File: config.mk
export PLATFORM = sky130hd
export DESIGN_NAME = pid_seq_flat
export DESIGN_NICKNAME = d
export VERILOG_FILES = /design/src/rtl/pid_seq_if.sv /design/src/rtl/pid_seq.sv /design/src/flat_wrapper.sv
export SDC_FILE = /design/constraint.sdc
export NUM_CORES = 2
export LEC_CHECK = 0
export CORE_MARGIN = 2
export CORE_UTILIZATION = 31
export CTS_BUF_LIST = sky130_fd_sc_hd__clkbuf_4 sky130_fd_sc_hd__clkbuf_8
export CTS_CLUSTER_DIAMETER = 80
export DETAILED_ROUTE_END_ITERATION = 10
export DONT_BUFFER_PORTS = 1
export HOLD_SLACK_MARGIN = 0.05
export PLACE_DENSITY_LB_ADDON = 0.08
export SETUP_SLACK_MARGIN = 0.05
export SLEW_MARGIN = 40
export SYNTH_ARGS = -nofsm -noshare
export SYNTH_HDL_FRONTEND = slang
export SYNTH_SLANG_ARGS = --single-unit
File: constraint.sdc
create_clock -name clk_pid -period 14.6 [get_ports clk_pid]
set_input_delay 3.65 -clock clk_pid [delete_from_list [all_inputs] [get_ports clk_pid]]
set_output_delay 3.65 -clock clk_pid [all_outputs]
set_load 0.01 [all_outputs]
File: src/rtl/pid_seq_if.sv
// pid_seq_if: sweep handshake, error fetch, configuration write and output read bundle.
interface pid_seq_if #(
   parameter int AW = 1,
   parameter int EW = 24,
   parameter int OW = 12,
   parameter int CW = 6
) ();
   logic                 start;
   logic                 busy;
   logic                 done;
   logic [AW-1:0]        error_addr;
   logic signed [EW-1:0] error_in;
   logic                 cfg_we;
   logic [AW-1:0]        cfg_addr;
   logic signed [CW-1:0] cfg_kp;
   logic signed [CW-1:0] cfg_ki;
   logic signed [CW-1:0] cfg_kd;
   logic                 cfg_en;
   logic                 cfg_clr;
   logic [AW-1:0]        rd_addr;
   logic signed [OW-1:0] m_out;
   logic                 rd_sat;

   // Controller side: CPU, error sources and PWM readers
   modport master (
      output start, error_in, cfg_we, cfg_addr, cfg_kp, cfg_ki, cfg_kd,
             cfg_en, cfg_clr, rd_addr,
      input  busy, done, error_addr, m_out, rd_sat
   );

   // PID sequencer side
   modport slave (
      input  start, error_in, cfg_we, cfg_addr, cfg_kp, cfg_ki, cfg_kd,
             cfg_en, cfg_clr, rd_addr,
      output busy, done, error_addr, m_out, rd_sat
   );
endinterface

File: src/rtl/pid_seq.sv
// pid_seq: multi-channel velocity-form PID with a sequencer that sweeps all
// channels on one start pulse. Gains are power-of-two shift exponents.
module pid_seq #(
   parameter int AW         = 1,
   parameter int EW         = 24,
   parameter int OW         = 12,
   parameter int PW         = 32,
   parameter int CW         = 6,
   parameter int FP         = 9,
   parameter int PRECISION  = 1,
   parameter int ANTIWINDUP = 32'hFF << (PRECISION + OW - 9)
) (
   input  logic     clk_pid,
   input  logic     reset,
   pid_seq_if.slave bus
);
   localparam int N = 1 << AW;
   localparam logic [AW-1:0]        CH_LAST = AW'(N - 1);
   localparam logic [AW-1:0]        CH_ONE  = AW'(1);
   // Exponent offsets, held in CW+2 bits so the sums cannot wrap
   localparam logic signed [CW+1:0] OFS_P   = (CW+2)'(PRECISION);
   localparam logic signed [CW+1:0] OFS_D   = (CW+2)'(PRECISION + FP);
   localparam logic signed [CW+1:0] OFS_I   = (CW+2)'(PRECISION - 1 - FP);
   localparam logic signed [CW+1:0] OFS_D2  = (CW+2)'(PRECISION + 1 + FP);
   localparam logic [CW+1:0]        SH_LIM  = (CW+2)'(PW);
   localparam logic signed [PW-1:0] LIM_POS = PW'(ANTIWINDUP);
   localparam logic signed [PW-1:0] LIM_NEG = -LIM_POS;

   typedef enum logic [3:0] {
      ST_IDLE   = 4'd0, ST_FETCH = 4'd1, ST_P     = 4'd2,
      ST_D      = 4'd3, ST_I     = 4'd4, ST_D2    = 4'd5,
      ST_CLAMP  = 4'd6, ST_COMMIT = 4'd7, ST_DONE = 4'd8
   } state_t;

   // Signed shift: left for non-negative exponents, arithmetic right otherwise;
   // shifts of PW or more saturate to zero / sign fill.
   function automatic logic signed [PW-1:0] ashift(input logic signed [PW-1:0] v,
                                                   input logic signed [CW+1:0] e);
      logic [CW+1:0]        mag;
      logic signed [PW-1:0] r;
      if (e[CW+1] == 1'b0) begin
         mag = e;
         if (mag >= SH_LIM) r = '0;
         else               r = v <<< mag;
      end else begin
         mag = -e;
         if (mag >= SH_LIM) r = {PW{v[PW-1]}};
         else               r = v >>> mag;
      end
      return r;
   endfunction

   state_t          state_q, state_d;
   logic [AW-1:0]   ch_q, ch_d;
   logic            busy_q, done_q;

   logic signed [PW-1:0] acc_q, acc_d;
   logic signed [PW-1:0] e0_q, e0_d;
   logic                 sat_w_q, sat_w_d;
   logic signed [CW-1:0] kp_w_q, ki_w_q, kd_w_q;
   logic                 load_s, commit_s;

   logic signed [PW-1:0] u_q   [N];
   logic signed [PW-1:0] e1_q  [N];
   logic signed [PW-1:0] e2_q  [N];
   logic signed [OW-1:0] m_q   [N];
   logic                 sat_q [N];
   logic                 en_q  [N];
   logic signed [CW-1:0] kp_q  [N];
   logic signed [CW-1:0] ki_q  [N];
   logic signed [CW-1:0] kd_q  [N];

   logic signed [CW+1:0] p_s, d_s, i_s, d2_s;
   logic signed [PW-1:0] e1_cur_s, e2_cur_s;

   assign p_s  = {{2{kp_w_q[CW-1]}}, kp_w_q} + OFS_P;
   assign d_s  = {{2{kd_w_q[CW-1]}}, kd_w_q} + OFS_D;
   assign i_s  = {{2{ki_w_q[CW-1]}}, ki_w_q} + OFS_I;
   assign d2_s = {{2{kd_w_q[CW-1]}}, kd_w_q} + OFS_D2;
   assign e1_cur_s = e1_q[ch_q];
   assign e2_cur_s = e2_q[ch_q];

   assign bus.busy       = busy_q;
   assign bus.done       = done_q;
   assign bus.error_addr = ch_q;

   // Sequencer state register with registered busy/done flags
   always_ff @(posedge clk_pid or posedge reset) begin
      if (reset) begin
         state_q <= ST_IDLE;
         ch_q    <= '0;
         busy_q  <= 1'b0;
         done_q  <= 1'b0;
      end else begin
         state_q <= state_d;
         ch_q    <= ch_d;
         busy_q  <= (state_d != ST_IDLE);
         done_q  <= (state_d == ST_DONE);
      end
   end

   // Next-state: walk the pipeline per channel, skipping disabled ones
   always_comb begin
      state_d = state_q;
      ch_d    = ch_q;
      case (state_q)
         ST_IDLE: begin
            if (bus.start) begin
               state_d = ST_FETCH;
               ch_d    = '0;
            end else begin
               state_d = ST_IDLE;
            end
         end
         ST_FETCH: begin
            if (en_q[ch_q])            state_d = ST_P;
            else if (ch_q == CH_LAST)  state_d = ST_DONE;
            else                       ch_d    = ch_q + CH_ONE;
         end
         ST_P:     state_d = ST_D;
         ST_D:     state_d = ST_I;
         ST_I:     state_d = ST_D2;
         ST_D2:    state_d = ST_CLAMP;
         ST_CLAMP: state_d = ST_COMMIT;
         ST_COMMIT: begin
            if (ch_q == CH_LAST) begin
               state_d = ST_DONE;
            end else begin
               state_d = ST_FETCH;
               ch_d    = ch_q + CH_ONE;
            end
         end
         ST_DONE: begin
            state_d = ST_IDLE;
            ch_d    = '0;
         end
         default: begin
            state_d = ST_IDLE;
            ch_d    = '0;
         end
      endcase
   end

   // Datapath controls: one accumulate step per state, clamp, then commit
   always_comb begin
      acc_d    = acc_q;
      e0_d     = e0_q;
      sat_w_d  = sat_w_q;
      load_s   = 1'b0;
      commit_s = 1'b0;
      case (state_q)
         ST_FETCH: begin
            if (en_q[ch_q]) begin
               load_s = 1'b1;
               acc_d  = u_q[ch_q];
               e0_d   = {{(PW-EW){bus.error_in[EW-1]}}, bus.error_in};
            end else begin
               load_s = 1'b0;
            end
         end
         ST_P:  acc_d = acc_q + ashift(e0_q, p_s) - ashift(e1_cur_s, p_s);
         ST_D:  acc_d = acc_q + ashift(e0_q, d_s) + ashift(e2_cur_s, d_s);
         ST_I:  acc_d = acc_q + ashift(e0_q, i_s) + ashift(e1_cur_s, i_s);
         ST_D2: acc_d = acc_q - ashift(e1_cur_s, d2_s);
         ST_CLAMP: begin
            if (acc_q > LIM_POS) begin
               acc_d   = LIM_POS;
               sat_w_d = 1'b1;
            end else if (acc_q < LIM_NEG) begin
               acc_d   = LIM_NEG;
               sat_w_d = 1'b1;
            end else begin
               sat_w_d = 1'b0;
            end
         end
         ST_COMMIT: commit_s = 1'b1;
         default: begin
            acc_d = acc_q;
         end
      endcase
   end

   // Working registers for the channel under computation, incl. coefficient snapshot
   always_ff @(posedge clk_pid or posedge reset) begin
      if (reset) begin
         acc_q   <= '0;
         e0_q    <= '0;
         sat_w_q <= 1'b0;
         kp_w_q  <= '0;
         ki_w_q  <= '0;
         kd_w_q  <= '0;
      end else begin
         acc_q   <= acc_d;
         e0_q    <= e0_d;
         sat_w_q <= sat_w_d;
         if (load_s) begin
            kp_w_q <= kp_q[ch_q];
            ki_w_q <= ki_q[ch_q];
            kd_w_q <= kd_q[ch_q];
         end
      end
   end

   // Per-channel state: CPU configuration writes, idle-only clears, and commits
   always_ff @(posedge clk_pid or posedge reset) begin
      if (reset) begin
         for (int k = 0; k < N; k++) begin
            u_q[k]   <= '0;
            e1_q[k]  <= '0;
            e2_q[k]  <= '0;
            m_q[k]   <= '0;
            sat_q[k] <= 1'b0;
            en_q[k]  <= 1'b0;
            kp_q[k]  <= '0;
            ki_q[k]  <= '0;
            kd_q[k]  <= '0;
         end
      end else begin
         for (int k = 0; k < N; k++) begin
            if (bus.cfg_we && (bus.cfg_addr == AW'(k))) begin
               kp_q[k] <= bus.cfg_kp;
               ki_q[k] <= bus.cfg_ki;
               kd_q[k] <= bus.cfg_kd;
               en_q[k] <= bus.cfg_en;
               if (!busy_q && (bus.cfg_clr || !bus.cfg_en)) begin
                  u_q[k]   <= '0;
                  e1_q[k]  <= '0;
                  e2_q[k]  <= '0;
                  m_q[k]   <= '0;
                  sat_q[k] <= 1'b0;
               end
            end
            if (commit_s && (ch_q == AW'(k))) begin
               u_q[k]   <= acc_q;
               e1_q[k]  <= e0_q;
               e2_q[k]  <= e1_q[k];
               m_q[k]   <= acc_q[PRECISION+OW-1:PRECISION];
               sat_q[k] <= sat_w_q;
            end
         end
      end
   end

   // Output read port; disabled channels read as zero
   always_comb begin
      if (en_q[bus.rd_addr]) begin
         bus.m_out  = m_q[bus.rd_addr];
         bus.rd_sat = sat_q[bus.rd_addr];
      end else begin
         bus.m_out  = '0;
         bus.rd_sat = 1'b0;
      end
   end
endmodule

File: src/flat_wrapper.sv
// flat-port wrapper written by rule: the top's interface ports become plain ports
module pid_seq_flat 
#(
   parameter int AW         = 1,
   parameter int EW         = 24,
   parameter int OW         = 12,
   parameter int PW         = 32,
   parameter int CW         = 6,
   parameter int FP         = 9,
   parameter int PRECISION  = 1,
   parameter int ANTIWINDUP = 32'hFF << (PRECISION + OW - 9)
)
  (clk_pid, reset, bus_start, bus_error_in, bus_cfg_we, bus_cfg_addr, bus_cfg_kp, bus_cfg_ki, bus_cfg_kd, bus_cfg_en, bus_cfg_clr, bus_rd_addr, bus_busy, bus_done, bus_error_addr, bus_m_out, bus_rd_sat);
  pid_seq_if #(.AW(AW), .EW(EW), .OW(OW), .CW(CW)) bus_i ();
  input  logic clk_pid;
  input  logic reset;
  input wire logic [$bits(bus_i.start)-1:0] bus_start;
  input wire logic [$bits(bus_i.error_in)-1:0] bus_error_in;
  input wire logic [$bits(bus_i.cfg_we)-1:0] bus_cfg_we;
  input wire logic [$bits(bus_i.cfg_addr)-1:0] bus_cfg_addr;
  input wire logic [$bits(bus_i.cfg_kp)-1:0] bus_cfg_kp;
  input wire logic [$bits(bus_i.cfg_ki)-1:0] bus_cfg_ki;
  input wire logic [$bits(bus_i.cfg_kd)-1:0] bus_cfg_kd;
  input wire logic [$bits(bus_i.cfg_en)-1:0] bus_cfg_en;
  input wire logic [$bits(bus_i.cfg_clr)-1:0] bus_cfg_clr;
  input wire logic [$bits(bus_i.rd_addr)-1:0] bus_rd_addr;
  output wire logic [$bits(bus_i.busy)-1:0] bus_busy;
  output wire logic [$bits(bus_i.done)-1:0] bus_done;
  output wire logic [$bits(bus_i.error_addr)-1:0] bus_error_addr;
  output wire logic [$bits(bus_i.m_out)-1:0] bus_m_out;
  output wire logic [$bits(bus_i.rd_sat)-1:0] bus_rd_sat;
  assign bus_i.start = bus_start;
  assign bus_i.error_in = bus_error_in;
  assign bus_i.cfg_we = bus_cfg_we;
  assign bus_i.cfg_addr = bus_cfg_addr;
  assign bus_i.cfg_kp = bus_cfg_kp;
  assign bus_i.cfg_ki = bus_cfg_ki;
  assign bus_i.cfg_kd = bus_cfg_kd;
  assign bus_i.cfg_en = bus_cfg_en;
  assign bus_i.cfg_clr = bus_cfg_clr;
  assign bus_i.rd_addr = bus_rd_addr;
  assign bus_busy = bus_i.busy;
  assign bus_done = bus_i.done;
  assign bus_error_addr = bus_i.error_addr;
  assign bus_m_out = bus_i.m_out;
  assign bus_rd_sat = bus_i.rd_sat;
  pid_seq #(.AW(AW), .EW(EW), .OW(OW), .PW(PW), .CW(CW), .FP(FP), .PRECISION(PRECISION), .ANTIWINDUP(ANTIWINDUP)) u_core (.clk_pid(clk_pid), .reset(reset), .bus(bus_i));
endmodule
==> impl_results.md <==
* Synth unique cells at 111
* Critical path class: flip-flop to flip-flop
* Synth top area cells: dfrtp_1 16%, mux4_2 7.8%, a21oi_1 6.4%
* Grt met1 use at 50.37%
* GR met3 Demand/Resource at 6.744%
* CP max stage delay at 740 ps
* DIE WIDTH at 378.1 um
* Fmax at 0.1094 GHz
* Register bit count reported by yosys at 282
* Cts bufs inserted at 57
* IO buf count at 0
* Share of post-route cells with drive strength above 1 at 13.36%
* Multi-input logic area at 33960 um^2
* Synth area leader: dfrtp_1
* Routed WL at 258.4 mm
* First-pass GRT wire length at 357.9 mm
* Placed cell area at 45680 um^2
* Worst setup path start: u_core.kd_w_q[1]
* Vias at 47461
* Most common cell after layout, fill and taps aside: nand2_1
* Vias in the first global route at 43803
* Crit share post-route at 62.61%
* Die H at 378.1 um
* Syn Nets at 5991
* Final instance area at 47070 um^2
* Final ANT Viol Nets at 0
* Top Usage Layer GRT: met2
* FP Rows at 137
* Worst skew pair latency at 780 ps
* Asr flop ratio synth at 100.0%
* Area share of the leading cell type in the synthesized netlist at 16.26%
* CTS max path bufs at 3
* Worst-path clk slew at 60 ps
* Mapped Area at 43390 um^2
* Reg-to-reg startpoint: u_core.kd_w_q[1]
* Cts repair resizes at 0
* Setup TNS at 0 ps
* Setup crit end kind: flip-flop
* Core ar. at 139200 um^2
* Slew margin rel. at 36.45%
* Outcome: finished clean
* Clk root buf: clkbuf_8
* Post-synthesis instance total at 5712
* Worst Path Arrival at 9760 ps
* Critical Path RT at 15210 ps
* Yosys warns at 0
* Most frequent cells in the layout: 733 x nand2_1, 551 x a21oi_1, 478 x nor2_1
* Vias per Instance at 6.421
* Total iterations of the first detailed-routing run at 8
* Global Route Usage Sum at 35.04%
* Met2 GRT Util at 51.87%
* Initial antenna violation count at 12
* Layout Skew at 44.62 ps
* Hold crit path type: flip-flop to flip-flop
* # fillers at 15068
* Post-synth EDFFs at 0
* Hold_buf cts at 0
* Max-Cap Viols at 0
* Hold Crit Start: u_core.kd_q[7]
* WL/cell at 34.95 um
* Fin. Hold Viols at 0
* Clock sinks at 282
* Crit-path max FO at 61
* Largest net degree at the start of global routing at 132
* Initial DRC Count at 6350
* Final Setup Violations at 0
* Total grt overflow at 0
* NumNets Final at 5741
* Critical path's slowest cell: dfrtp_4
* Ys flop type: dfrtp_1
* Tightest Pin Transition at 953.2 ps
* CTS tree: done
* Sequential-to-total area share from yosys stat at 16.26%
* Dpl hpwl at 200.9 mm
* Crit start category: flip-flop
* Area Overhead vs Synth at 8.477%
* Register Area at 7077 um^2
* RePlAce Congestion at 1.012
* RSZ-0062 raised after global routing: no
* Post-route minimum period at 9141 ps
* Die Area at 143000 um^2
* Syn avg cell area at 7.597 um^2
* Initial core utilization at 31.18%
* H-tree levels at 2
* Slew Viols, Final at 0
* DR DRC count at 0
* Top Ports at 66
* Post-CTS setup buffer count at 0
## worst max-delay path, delay by kind of cell, from the launching register on
family	cells	cell delay [ps]
AOI/OAI and AO/OA	12	3420
buffers and inverters	6	1840
adders and majority gates	4	1550
DFF	1	740
and+or+nand+nor	3	710
xor gates and xnor gates	1	710
## cell usage after synthesis, drive strengths merged, types with 71 or more instances
master  number
clkbuf     322
nor2       493
nand2      737
a21o        89
ha         133
a31oi       75
a211oi     150
nand3       87
dfrtp      282
mux4       150
mux2i      245
a221oi      72
o22ai       71
mux2       122
o211ai      92
nor3       101
fa          96
xnor2      107
inv        229
a21oi      558
a22o       173
buf        182
o21ai      476
## area by class of cell
type | count | area share, %
inverters | 232 | 1.866
multi-input cells | 4694 | 72.13
well taps | 1876 | 4.986
repair buffers | 195 | 3.283
diodes | 9 | 0.04784
clock buffers | 84 | 2.203
flip-flops and latches | 282 | 15.03
clock inverters | 20 | 0.4465
## kinds of logic after synthesis
logic type / after synthesis / synth area share [%]
compound gates: 2087 / 31.43
buf+inv: 736 / 7.018
mux: 517 / 16.61
simple gates: 1709 / 17.23
xor+xnor: 152 / 3.180
flops: 282 / 16.26
fa+ha+maj: 229 / 8.264
## path summary, 6_finish.rpt
check	end	slack, ps	depth (start not counted)
max in group asynchronous	u_core.ki_w_q[0]	9830	3
max reg2reg	u_core.acc_q[15]	5460	26
min	u_core.kd_q[7]	470	2
min reg2reg	u_core.kd_q[7]	470	2
max	u_core.acc_q[15]	5460	26
min in group asynchronous	u_core.e2_q[51]	2820	1
## per-layer routing
layer / vias up / routed length, um
met4: 8 / 10680
li1: 20657 / -
met2: 2623 / 109500
met5: - / 61
met1: 23787 / 115500
met3: 386 / 22630
## through the flow
| stage | util (%) | setup slack [ps] | hold slack (ps) | instances |
|---|---|---|---|---|
| after global routing | 33.81 | 5103 | 500.4 | 7384 |
| final | 33.82 | 5459 | 471.2 | 7392 |
| after floorplan | - | 3171 | 445.0 | 5712 |
| after CTS | 33.71 | 5407 | 475.8 | 7376 |
| after detailed placement | 32.82 | 5443 | 461.3 | 7272 |
| after global placement | 32.68 | 5508 | 457.4 | 7264 |
## state kept, by name, indices dropped and copies added, names as in the netlist, 4 cells and up
signal,count
u_core.e1_q,48
u_core.m_q,22
u_core.kd_w_q,6
u_core.kd_q,12
u_core.u_q,42
u_core.kp_q,12
u_core.ki_q,12
u_core.e2_q,48
u_core.kp_w_q,6
u_core.ki_w_q,6
u_core.acc_q,32
u_core.state_q,4
u_core.e0_q,24
Power is not shown: default switching activity piles up to over one toggle a cycle in this logic, so the estimate is an artifact.
